`config.mk`:
```
export PLATFORM = sky130hd
export DESIGN_NAME = pipeline_hazard_ctrl
export DESIGN_NICKNAME = d
export VERILOG_FILES = /design/src/rtl/pipeline_hazard_ctrl.sv
export SDC_FILE = /design/constraint.sdc
export NUM_CORES = 1
export LEC_CHECK = 0
export ABC_CLOCK_PERIOD_IN_PS = 3300
export CORE_AREA = 2 2 39 41
export CTS_CLUSTER_SIZE = 28
export DETAILED_ROUTE_END_ITERATION = 16
export DIE_AREA = 0 0 41 43
export PLACE_DENSITY_LB_ADDON = 0.12
export SKIP_CTS_REPAIR_TIMING = 1
export SYNTH_ARGS = -nofsm -noshare
export SYNTH_HDL_FRONTEND = slang
export SYNTH_SLANG_ARGS = --single-unit
```
`constraint.sdc`:
```
create_clock -name clk -period 3.3 [get_ports clk]
set_input_delay 0.66 -clock clk [delete_from_list [all_inputs] [get_ports clk]]
set_output_delay 0.66 -clock clk [all_outputs]
set_load 0.01 [all_outputs]
```
`src/rtl/pipeline_hazard_ctrl.sv`:
```
// pipeline_hazard_ctrl
//   Central hold / jump-shadow controller for an in-order pipeline.
//
//   Each of NHLD requesters can hold the pipeline. A hold request pulse sets
//   that requester's flag, and a release pulse clears it. A release takes
//   effect combinationally in the same cycle.
//
//   A jump from execute is forwarded to fetch with zero latency. The jump
//   clears every hold and opens a kill shadow of JMP_LAT cycles, during which
//   fetched instructions are invalidated.
//
//   When HLD_TMO > 0, a hold that stays set for HLD_TMO cycles is force-released,
//   and the release is flagged with a one-cycle hld_tmo pulse.
//
//   Request semantics: every request input is a single-cycle pulse sampled on
//   the rising edge of clk. There is no back-pressure, and each pulse is
//   consumed in the cycle it is presented.
//
// Ports
//   clk      in   single clock, rising edge
//   rstn     in   asynchronous active-low reset
//   hld_req  in   [NHLD] per-source hold request pulse
//   run_req  in   [NHLD] per-source release request pulse
//   jmp_req  in   jump request pulse from execute
//   hld      out  pipeline hold (OR of hld_vec)
//   hld_vec  out  [NHLD] effective per-source hold
//   jmp      out  jump strobe to fetch (= jmp_req)
//   kill     out  invalidate fetched instruction (jump shadow active)
//   hld_tmo  out  one-cycle pulse: hold force-released by timeout
module pipeline_hazard_ctrl #(
  parameter int NHLD    = 2,
  parameter int JMP_LAT = 2,
  parameter int HLD_TMO = 16
) (
  input  logic            clk,
  input  logic            rstn,
  input  logic [NHLD-1:0] hld_req,
  input  logic [NHLD-1:0] run_req,
  input  logic            jmp_req,
  output logic            hld,
  output logic [NHLD-1:0] hld_vec,
  output logic            jmp,
  output logic            kill,
  output logic            hld_tmo
);

  localparam int KW = $clog2(JMP_LAT + 1);
  localparam logic [KW-1:0] KILL_LOAD = KW'(JMP_LAT);

  logic [NHLD-1:0] flag_q;
  logic [NHLD-1:0] flag_d;
  logic [KW-1:0]   kill_q;
  logic [KW-1:0]   kill_d;
  logic            tmo_fire;
  logic            tmo_q;

  // Hold flags. A set request wins over a release in the same cycle.
  // A jump or a timeout overrides both, and set requests arriving with the
  // jump are dropped.
  always_comb begin
    flag_d = (flag_q & ~run_req) | hld_req;
    if (jmp_req || tmo_fire) begin
      flag_d = '0;
    end
  end

  always_ff @(posedge clk or negedge rstn) begin
    if (!rstn) begin
      flag_q <= '0;
    end else begin
      flag_q <= flag_d;
    end
  end

  // Kill shadow. A jump always reloads the full length, so back-to-back
  // jumps restart the shadow rather than extending it. The counter keeps
  // running while the pipeline is held.
  always_comb begin
    kill_d = kill_q;
    if (jmp_req) begin
      kill_d = KILL_LOAD;
    end else if (kill_q != '0) begin
      kill_d = kill_q - 1'b1;
    end
  end

  always_ff @(posedge clk or negedge rstn) begin
    if (!rstn) begin
      kill_q <= '0;
    end else begin
      kill_q <= kill_d;
    end
  end

  // Hold timeout. The counter holds the number of completed cycles with at
  // least one flag set. It fires on its last value, so the pipeline is held
  // for exactly HLD_TMO cycles before the forced release.
  generate
    if (HLD_TMO > 0) begin : g_tmo
      localparam int TW = $clog2(HLD_TMO + 1);
      localparam logic [TW-1:0] TMO_LAST = TW'(HLD_TMO - 1);

      logic [TW-1:0] cnt_q;
      logic [TW-1:0] cnt_d;

      always_comb begin
        tmo_fire = (|flag_q) && (cnt_q == TMO_LAST) && !jmp_req;
        cnt_d    = cnt_q + 1'b1;
        if (!(|flag_q) || jmp_req || tmo_fire) begin
          cnt_d = '0;
        end
      end

      always_ff @(posedge clk or negedge rstn) begin
        if (!rstn) begin
          cnt_q <= '0;
          tmo_q <= 1'b0;
        end else begin
          cnt_q <= cnt_d;
          tmo_q <= tmo_fire;
        end
      end
    end else begin : g_no_tmo
      assign tmo_fire = 1'b0;
      assign tmo_q    = 1'b0;
    end
  endgenerate

  // A release or a jump drops the hold in the same cycle it is requested.
  assign hld_vec = flag_q & ~run_req & ~{NHLD{jmp_req}};
  assign hld     = |hld_vec;
  assign jmp     = jmp_req;
  assign kill    = (kill_q != '0);
  assign hld_tmo = tmo_q;

endmodule

```
==> Word-level counts from Yosys, hierarchy flattened <==
Index checks and enable logic that the tools add are counted.
W data, S select, Z words.
{ "word_totals": {"in_bits": 7, "output_inout_bits": 6, "reg_bits": 10, "wordCells": 27} }
{ "op_classes": {"n_mux": 4, "n_eq_ne": 1, "n_bitwise": 5, "n_reduce_logical": 11, "add_sub_neg": 2} }
{ "ops": {"columns": ["cell", "n"], "rows": [
  ["$mux W2", 3],
  ["$add A5 B1 Y5 const B", 1],
  ["$eq A5 B4 Y1 const B", 1],
  ["$mux W5", 1],
  ["$and A2 B2 Y2", 2],
  ["$not A2 Y2", 2],
  ["$reduce_bool A2 Y1", 2],
  ["$reduce_or A2 Y1", 2],
  ["$logic_or A1 B1 Y1", 3],
  ["$logic_and A1 B1 Y1", 2],
  ["$logic_not A1 Y1", 2],
  ["$or A2 B2 Y2", 1],
  ["$sub A2 B1 Y2 const B", 1]
]} }

==> Depth between registers and ports, before layout <==
{ "depth": {"ltp_word": 5, "depth_mapped": 6, "mapped_depth_nobuf": 6} }

==> Worst setup path after synthesis <==
Ideal clock, no wire load.
{ "synth_path": {"path_type": "input to output", "start": "input port run_req[1]", "end": "output port hld", "path_stages": 2, "setup_slack_ns": 1.592, "arrival_time_ns": 1.048, "n_path_buf": 0, "required_ns": 2.640, "cell_sequence": "nand2b_1 > a21oi_1"} }
{ "synth_via": {"elab_chain_len": 4} }
{ "synth_rtl": {"columns": ["item", "line", "source"], "rows": [
  ["start, declared", "38", "input logic [NHLD-1:0] run_req,"],
  ["$not A2 Y2", "130", "assign hld_vec = flag_q & ~run_req & ~{NHLD{jmp_req}};"],
  ["$and A2 B2 Y2 (2 in a row)", "130", null],
  ["$reduce_or A2 Y1", "131", "assign hld = |hld_vec;"],
  ["end, declared", "40", "output logic hld,"]
]} }
Every way passes these cells.

==> Worst setup path in the final report <==
{ "layout_path": {"start": "input port jmp_req", "end": "output port hld"} }
{ "layout_via": {"elab_chain_len": 3} }
{ "layout_rtl": {"columns": ["item", "line", "source"], "rows": [
  ["start, declared", "39", "input logic jmp_req,"],
  ["$not A2 Y2", "130", null],
  ["$and A2 B2 Y2", "130", null],
  ["$reduce_or A2 Y1", "131", null]
]} }
Every way passes these cells.

==> run_results.csv <==
group,metric,value,unit
run_status,status,"complete, no violations",
place,gp_congestion,0.6656,
setup_path,rrSetupSlack,1.66,ns
layout,final_cell_mix,"nor2_1, clkdlybuf4s50_1, dfrtp_1",
detailed_routing,wl_per_cell,10.76,um
die,die-area,1763,um2
detailed_routing,ant_nets,0,
setup_path,rr_startpoint,"g_tmo.cnt_q[0]",
setup_path,reg2reg_to,"g_tmo.cnt_q[2]",
setup_path,worstPathArrival,1.96,ns
detailed_routing,drt-pass1-iter-count,2,
clock_network,numClockSinks,10,
clock_network,cts_tree,"yes",
pwr,pwr-share-comb,23.5,%
layout,multi_input_area,188.9,um2
pwr,seq_power_share,43.1,%
synth,syn_inst,46,
pwr,power_density,533.4,nW/um2
job,maxCapViolCount,0,
timing,tns,0,ns
timing,setup_viol,0,
synth,synth-simple-area-share,18.37,%
clock_network,clockBufferDepth,2,
setup_path,crit_end,"hld",
pwr,internal_power,247.1,uW
timing,relSlewSlack,70.41,%
pwr,total_power,338.3,uW
timing,period_minus_slack,2.623,ns
die,rows,14,
detailed_routing,routed_wl,818,um
detailed_routing,first_iter_violations,2,
die,core,1384,um2
timing,clock-skew-final,0.004426,ns
clock_network,clkLatencyLatePin,0.27,ns
layout,syn_to_final_growth,33.07,%
timing,fmax,0.3812,GHz
timing,finalMaxSlewViolations,0,
die,initial_core_util,34.45,%
synth,synthXorXnorAreaFrac,5.512,%
die,die_w,41,um
detailed_routing,dr_total_vias,354,
place,numPortBuffers,12,
synth,synth.area.mux_share,0,%
synth,synth_fa_ha_area_share,7.874,%
setup_path,cp-start-kind,"primary input",
pwr,p_switching,91.24,uW
global_route,grt_use_total,12.37,%
global_route,grt_overflow,0,
die,die_h,43,um
layout,drive_gt1_share,10.00,%
synth,yosysUniqueCellTypes,17,
setup_path,cp.required,2.64,ns
pwr,cellLeakagePower,0.0003009,uW
global_route,grt_max_degree,11,
layout,diodes,0,
synth,syn-num-nets,56,
synth,synth-seq-area-share,52.49,%
synth,synth_top_family_by_area,"simple AND/OR/NAND/NOR gates",
clock_network,cts_buffers,3,
timing,rsz0062_at_grt,"false",
setup_path,r2r_cells,5,
pwr,clock_power_share,33.5,%
pwr,peakVddDrop,0.0002181,V
layout,fin_area,634.4,um2
layout,nets,71,
clock_network,cts_htree_levels,1,
synth,synth_area_per_cell,10.36,um2
clock_network,clkTransAtPathRegs,0.07,ns
detailed_routing,drc_errors,0,
timing,final.period_utilization,79.49,%
setup_path,cp_max_fo,10,
timing,hold_viol,0,
die,io_pins,13,
worst_hold_path,hp-class,"reg -> reg",
synth,synth_seq_cells,10,
clock_network,clock-root-buffer,"clkbuf_4",
pwr,swShare,26.97,%
synth,ys_warn_count,0,
global_route,grt_pass1_vias,340,
setup_path,crit_type,"in -> out",
global_route,grt_antenna_before_repair,0,
timing,tightest_slew,0.4424,ns
setup_path,startpoint,"jmp_req",
place,dp.final_hpwl,641.9,um
detailed_routing,viasPerCell,4.658,
synth,synth_compound_area_share,7.874,%
synth,netlist_area,476.7,um2
global_route,grt_pass1_wl,1.435,mm
layout,seqCellArea,250.2,um2
setup_path,endpoint_kind,"primary output",
place,place_area,598.1,um2
layout,nFillCells,147,
-- worst max-delay path, stage by stage --
cell and delay [ns]:
clkdlybuf4s50_1 0.56, a21oi_1 0.19, clkdlybuf4s50_1 0.55
-- layer usage --
metal / part of all wire (%) / GRT usage (%)
met5: 0 / 0
met4: 1.2 / 6.000
met3: 6.8 / 4.712
met2: 46 / 17.81
met1: 46 / 15.70
-- registers in the layout (all words and copies together), names as in the netlist --
signal       count
hld_tmo          1
flag_q           2
g_tmo.cnt_q      5
kill_q           2
-- final cells by class --
cell class              instances  area share (%)
flip-flops and latches         10           39.45
well taps                      16           3.156
multi-input cells              29           29.78
repair buffers                 12           18.93
inverters                       5           2.959
clock buffers                   4           5.720
-- kinds of logic (layout without fill, tap and decap cells) --
logic type | after synthesis | count (layout)
DFF | 10 | 10
xor gates and xnor gates | 3 | 3
AOI/OAI and AO/OA | 5 | 5
buffers and inverters | 7 | 21
adders and majority gates | 3 | 3
and+or+nand+nor | 18 | 18
-- worst min path at each step --
stage,to,start,slack [ns],depth (start not counted)
after global placement,g_tmo.cnt_q[0],g_tmo.cnt_q[0],0.45,1
after floorplan,flag_q[0],rstn,0.36,0
final,g_tmo.cnt_q[0],g_tmo.cnt_q[0],0.47,1
after detailed placement,g_tmo.cnt_q[0],g_tmo.cnt_q[0],0.46,1
after CTS,g_tmo.cnt_q[0],g_tmo.cnt_q[0],0.47,1
after global routing,g_tmo.cnt_q[0],g_tmo.cnt_q[0],0.52,1
-- synthesized netlist by cell type --
cell / n / area (um2)
and3_1: 1 / 6.260
nand3_1: 1 / 5.000
nor2_1: 12 / 45.04
a21oi_1: 1 / 5.000
dfrtp_1: 10 / 250.2
nor3b_1: 1 / 7.510
a211o_2: 1 / 10.01
or3_4: 1 / 11.26
o21ai_0: 1 / 5.000
nand2b_1: 2 / 12.51
ha_1: 3 / 37.54
buf_4: 1 / 7.510
xnor2_1: 1 / 8.760
xor2_1: 2 / 17.52
buf_6: 1 / 11.26
inv_1: 5 / 18.77
a2bb2oi_1: 2 / 17.52
-- power by group through the flow --
stage	clock (uW)	sequential, uW	combinational (uW)
6_report	113	146	79.4
3_3_place_gp	0	148	81.0
4_1_cts	116	146	81.1
5_1_grt	123	149	89.5
3_5_place_dp	0	149	80.4
2_1_floorplan	0	146	52.9
-- metrics by stage --
stage	worst slack [ns]	util, %	hold WS (ns)	instances
after floorplan	1.592	-	0.3644	46
after global placement	0.6853	43.22	0.4516	72
after detailed placement	0.6769	43.22	0.4607	72
after CTS	0.6637	45.84	0.4705	76
after global routing	0.5978	45.84	0.5214	76
final	0.6768	45.84	0.4722	76
Note: power is estimated with default switching activity, not from simulation.
